File: config.mk
export PLATFORM = sky130hd
export DESIGN_NAME = muldiv_sequencer
export DESIGN_NICKNAME = d
export VERILOG_FILES = /design/src/rtl/muldiv_sequencer.sv
export SDC_FILE = /design/constraint.sdc
export NUM_CORES = 1
export LEC_CHECK = 0
export BUFFER_PORTS_ARGS = -buffer_cell sky130_fd_sc_hd__buf_2
export CAP_MARGIN = 20
export CORE_ASPECT_RATIO = 1.4
export CORE_MARGIN = 4
export CORE_UTILIZATION = 45
export CTS_BUF_LIST = sky130_fd_sc_hd__clkbuf_16
export CTS_CLUSTER_DIAMETER = 50
export DETAILED_ROUTE_END_ITERATION = 8
export GPL_TIMING_DRIVEN = 0
export PLACE_DENSITY = 0.6
export SLEW_MARGIN = 20
export SYNTH_ARGS = -nofsm -noshare
export SYNTH_HDL_FRONTEND = slang
export SYNTH_SLANG_ARGS = --single-unit
File: constraint.sdc
create_clock -name clk -period 4.65 [get_ports clk]
set_input_delay 0.465 -clock clk [delete_from_list [all_inputs] [get_ports clk]]
set_output_delay 0.465 -clock clk [all_outputs]
set_load 0.005 [all_outputs]
File: src/rtl/muldiv_sequencer.sv
// muldiv_sequencer: multi-cycle MULT/MULTU/DIV/DIVU engine with HI/LO registers and pipeline stall
module muldiv_sequencer #(
  parameter int WIDTH = 32,
  parameter int ITER  = 32
) (
  input  logic             clk,
  input  logic             reset,
  input  logic             valid,
  input  logic [5:0]       funct,
  input  logic [WIDTH-1:0] inputA,
  input  logic [WIDTH-1:0] inputB,
  output logic             stall,
  output logic             busy,
  output logic [WIDTH-1:0] hi,
  output logic [WIDTH-1:0] lo,
  output logic [WIDTH-1:0] mfResult
);
  localparam int CW = $clog2(ITER);
  localparam logic [5:0] MFHI = 6'h10, MTHI = 6'h11, MTLO = 6'h13;
  typedef enum logic [1:0] {IDLE, MUL, DIV, FIX} state_t;
  state_t state, next;
  logic [CW-1:0] cnt;
  logic [2*WIDTH-1:0] acc;
  logic [WIDTH-1:0] dvs, ma, mb, quo, rem;
  logic [WIDTH:0] mul_sum, trial;
  logic [2*WIDTH-1:0] prod;
  logic neg, rneg, dz, is_d, go, is_mul, is_div, sgn, hilo, last;
  assign busy = state != IDLE;
  assign go = valid && state == IDLE;
  assign is_mul = funct == 6'h18 || funct == 6'h19;
  assign is_div = funct == 6'h1A || funct == 6'h1B;
  assign sgn = ~funct[0];
  assign hilo = funct[5:2] == 4'b0100 || funct[5:2] == 4'b0110;
  assign stall = busy && valid && hilo;
  assign mfResult = funct == MFHI ? hi : lo;
  assign last = cnt == CW'(ITER - 1);
  always_comb begin
    ma = sgn && inputA[WIDTH-1] ? -inputA : inputA;
    mb = sgn && inputB[WIDTH-1] ? -inputB : inputB;
    mul_sum = {1'b0, acc[2*WIDTH-1:WIDTH]} + {1'b0, acc[0] ? dvs : {WIDTH{1'b0}}};
    trial = acc[2*WIDTH-1:WIDTH-1] - {1'b0, dvs};
    prod = neg ? -acc : acc;
    quo = neg ? -acc[WIDTH-1:0] : acc[WIDTH-1:0];
    rem = rneg ? -acc[2*WIDTH-1:WIDTH] : acc[2*WIDTH-1:WIDTH];
    next = state == IDLE ? (go && is_mul ? MUL : go && is_div ? DIV : IDLE)
         : (state == MUL || state == DIV) ? (last ? FIX : state) : IDLE;
  end
  always_ff @(posedge clk)
    state <= reset ? IDLE : next;
  // {hi-half, lo-half} of acc holds {partial product, multiplier} or {remainder, quotient}
  always_ff @(posedge clk) begin
    if (reset) begin
      cnt <= '0;
      acc <= '0;
      dvs <= '0;
      {neg, rneg, dz, is_d} <= '0;
      hi <= '0;
      lo <= '0;
    end else if (state == IDLE) begin
      if (go && (is_mul || is_div)) begin
        acc <= {{WIDTH{1'b0}}, ma};
        dvs <= mb;
        neg <= sgn && (inputA[WIDTH-1] ^ inputB[WIDTH-1]);
        rneg <= sgn && inputA[WIDTH-1];
        dz <= inputB == '0;
        is_d <= is_div;
        cnt <= '0;
      end
      if (go && funct == MTHI) hi <= inputA;
      if (go && funct == MTLO) lo <= inputA;
    end else if (state == MUL) begin
      acc <= {mul_sum, acc[WIDTH-1:1]};
      cnt <= cnt + CW'(1);
    end else if (state == DIV) begin
      acc <= trial[WIDTH] ? {acc[2*WIDTH-2:0], 1'b0} : {trial[WIDTH-1:0], acc[WIDTH-2:0], 1'b1};
      cnt <= cnt + CW'(1);
    end else if (is_d) begin
      // divide by zero leaves the dividend magnitude as remainder, so rneg restores raw inputA
      lo <= dz ? {WIDTH{1'b1}} : quo;
      hi <= rem;
    end else begin
      {hi, lo} <= prod;
    end
  end
endmodule

==> out/metrics.yaml <==
flow_run:
  max-cap-violations: 0
critical_path:
  critical_path_end_type: "register"
  ff2ff_path_depth: 13
  rr_startpoint: "acc[0]"
  cp-startpoint: "acc[0]"
  cp-start-kind: "register"
  timing.critical_path.required_ps: 5000
  critical_path.max_fanout: 10
  arrival_ps: 4700
  worstSetupPathType: "reg -> reg"
yosys:
  asyncSetResetFlopFracSynth: 0
  yosysWarningCount: 0
  mappedNetlistArea_um2: 14400
  syn-num-nets: 2078
  postSynthRegisterBits: 171
  synth-seq-area-share: 0.238
  netlist-cell-type-count: 84
  synth-edff-count: 0
  syn_avg_cell_area_um2: 7.45
  ys.flop_type: "sky130_fd_sc_hd__dfxtp_1"
  postSynthCellCount: 1929
sta:
  rsz0062_at_grt: "false"
  min_period_over_period: 0.937
  setup_violations: 0
  max_clock_freq_mhz: 230
  skew_ps: 12.9
  final_hold_viol_count: 0
  final.min_clock_period_ps: 4350
  finalSetupTns_ps: 0
  report.final.slew_viol_count: 0
  worst-slew-pin-transition_ps: 1010
  worst_slew_margin_rel: 0.324
placed_design:
  gp_congestion: 0.984
  port_buffers: 169
  dpl_cell_area_um2: 15700
  place_hpwl_um: 47400
clocking:
  clock_sinks: 171
  post_cts_buffers: 0
  clock_insertion_delay_worst_skew_ps: 460
  cts_tree: "yes"
  clk_pin_slew_worst_paths_ps: 80
  root_buffer: "sky130_fd_sc_hd__clkbuf_16"
  cts_max_level: 4
  number_of_buffers_added_by_the_clock_tree_synthesis_step: 17
  ctsLongestPathBuffers: 2
hold_path:
  min_delay_path_depth: 3
  timing.hold.worst.start: "inputA[9]"
  min_path_type: "in -> reg"
drt:
  via_count: 15719
  drt_pre_antenna_iters: 6
  routedWlPerCell_um: 23.6
  vias_per_cell: 6.23
  drtAntennaViolNets: 0
  detailedRoute.firstIterationViolations: 1318
  detail_route.drc_violations: 0
  routed_wirelength_um: 59700
floorplan:
  initial_cell_density_of_the_core: 0.455
  die_area_um2: 34900
  pin_count: 171
  die_height_um: 219
  coreArea_um2: 31600
  overall_die_width_um: 159
  floorplan.rows: 77
global_route:
  grt_start_max_net_pins: 17
  gr-total-overflow: 0
  grt_antenna_before_repair: 0
  overall_global_routing_usage: 0.330
  first_pass_grt_wire_length_um: 89200
  first_global_vias: 15199
final_layout:
  synthToLayoutAreaGrowth_pct: 13.7
  final_net_count: 2266
  antenna_cells_inserted: 0
  share_of_layout_cells_above_drive_strength_1: 0.126
  layout.cell_area.non_filler_um2: 16300
power_and_ir_drop:
  vdd_ir_drop_max_mv: 0.186
  power.leakage_nw: 6.80
  power_density_nw_per_um2: 241
status:
  outcome: "finished, final reports clean"
==> layout by cell type (no fill, tap or decap), types with 36 or more instances in the layout <==
| master | count |
|---|---|
| sky130_fd_sc_hd__a211oi_1 | 64 |
| sky130_fd_sc_hd__a21oi_1 | 187 |
| sky130_fd_sc_hd__buf_2 | 171 |
| sky130_fd_sc_hd__clkbuf_1 | 111 |
| sky130_fd_sc_hd__dfxtp_1 | 171 |
| sky130_fd_sc_hd__ha_1 | 74 |
| sky130_fd_sc_hd__inv_1 | 89 |
| sky130_fd_sc_hd__mux2_2 | 36 |
| sky130_fd_sc_hd__mux2i_1 | 46 |
| sky130_fd_sc_hd__nand2_1 | 146 |
| sky130_fd_sc_hd__nor2_1 | 218 |
| sky130_fd_sc_hd__nor3_1 | 57 |
| sky130_fd_sc_hd__o21ai_0 | 123 |
| sky130_fd_sc_hd__xnor2_1 | 95 |
| sky130_fd_sc_hd__xor2_1 | 71 |
==> power breakdown <==
part | switching (mW) | total [mW] | leakage (nW) | internal, mW
Sequential | 0.0271 | 1.51 | 1.38 | 1.49
Clock | 0.708 | 1.57 | 0.301 | 0.858
Combinational | 0.534 | 0.864 | 5.12 | 0.330
Total | 1.27 | 3.94 | 6.80 | 2.67
==> registers in the layout (all words and copies together) (netlist names) <==
register,count
is_d,1
state,2
dz,1
neg,1
lo,32
hi,32
dvs,32
rneg,1
acc,64
cnt,5
==> critical path, stage by stage (launching register included) <==
cell	delay, ps
sky130_fd_sc_hd__dfxtp_1	390
sky130_fd_sc_hd__inv_1	320
sky130_fd_sc_hd__buf_1	460
sky130_fd_sc_hd__nor2_1	90
sky130_fd_sc_hd__ha_1	370
sky130_fd_sc_hd__o211ai_1	110
sky130_fd_sc_hd__o21ai_0	510
sky130_fd_sc_hd__o21ai_0	250
sky130_fd_sc_hd__o211ai_1	370
sky130_fd_sc_hd__o211ai_1	270
sky130_fd_sc_hd__a311oi_1	470
sky130_fd_sc_hd__a31oi_1	170
sky130_fd_sc_hd__xnor2_1	150
sky130_fd_sc_hd__a221o_1	290
==> kinds of logic (layout without fill, tap and decap cells) <==
family                   after synthesis  count (layout)  synth area share
AO/OA/AOI/OAI                        618             618             0.277
XOR/XNOR                             166             166             0.101
adder cells (fa/ha/maj)               76              76            0.0672
buffers and inverters                213             414            0.0571
flip-flops                           171             171             0.238
multiplexers                          82              82            0.0602
AND/OR/NAND/NOR                      603             603             0.199
==> per-stage QoR <==
step	hold WS [ps]	setup WS [ps]	cells	util	total power, mW
finish	312	295	2525	0.517	3.94
global route	331	30.8	2525	0.517	4.07
CTS	298	299	2525	0.517	3.94
detailed placement	445	282	2493	0.497	2.40
global placement	444	313	2493	0.497	2.39
floorplan	432	1290	1929	-	2.12
==> path summary, 6_finish.rpt <==
path,end,slack [ps]
min reg2reg,dvs[31],450
min,hi[9],310
max reg2reg,acc[60],300
max,acc[60],300
==> Yosys cell counts, types with 23 or more instances <==
| library cell | number | area (um^2) |
|---|---|---|
| sky130_fd_sc_hd__xnor2_1 | 95 | 832 |
| sky130_fd_sc_hd__nand2_1 | 146 | 548 |
| sky130_fd_sc_hd__o211ai_1 | 23 | 173 |
| sky130_fd_sc_hd__mux2_2 | 36 | 405 |
| sky130_fd_sc_hd__a221oi_1 | 31 | 272 |
| sky130_fd_sc_hd__ha_1 | 74 | 926 |
| sky130_fd_sc_hd__nor3_1 | 59 | 295 |
| sky130_fd_sc_hd__xor2_1 | 71 | 622 |
| sky130_fd_sc_hd__o21ai_0 | 123 | 616 |
| sky130_fd_sc_hd__mux2i_1 | 46 | 460 |
| sky130_fd_sc_hd__nand3_1 | 35 | 175 |
| sky130_fd_sc_hd__clkbuf_1 | 111 | 417 |
| sky130_fd_sc_hd__a21o_1 | 28 | 210 |
| sky130_fd_sc_hd__dfxtp_1 | 171 | 3420 |
| sky130_fd_sc_hd__nor2_1 | 218 | 818 |
| sky130_fd_sc_hd__inv_1 | 88 | 330 |
| sky130_fd_sc_hd__a211oi_1 | 64 | 480 |
| sky130_fd_sc_hd__o31ai_1 | 25 | 188 |
| sky130_fd_sc_hd__a21oi_1 | 187 | 936 |
==> layout make-up <==
class / count / area, um^2
clock inverters: 15 / 189
plain buffers: 124 / 488
repair buffers: 169 / 846
flip-flops and latches: 171 / 3420
fillers: 3273 / 15300
well taps: 395 / 494
multi-input cells: 1545 / 10100
clock buffers: 17 / 425
inverters: 89 / 334
==> repair_timing <==
action | in CTS | in global routing
endpoints found under the setup margin | 0 | 1
resized for setup | 0 | 1
hold buffers | 0 | 0
==> metal layers <==
metal,up-vias,routed length [um],global-route usage
li1,7392,-,-
met1,7474,21700,0.351
met2,644,29800,0.597
met3,209,3200,0.0419
met4,0,4960,0.249
met5,-,0,0
No activity file was read; power rests on OpenSTA's default activity.
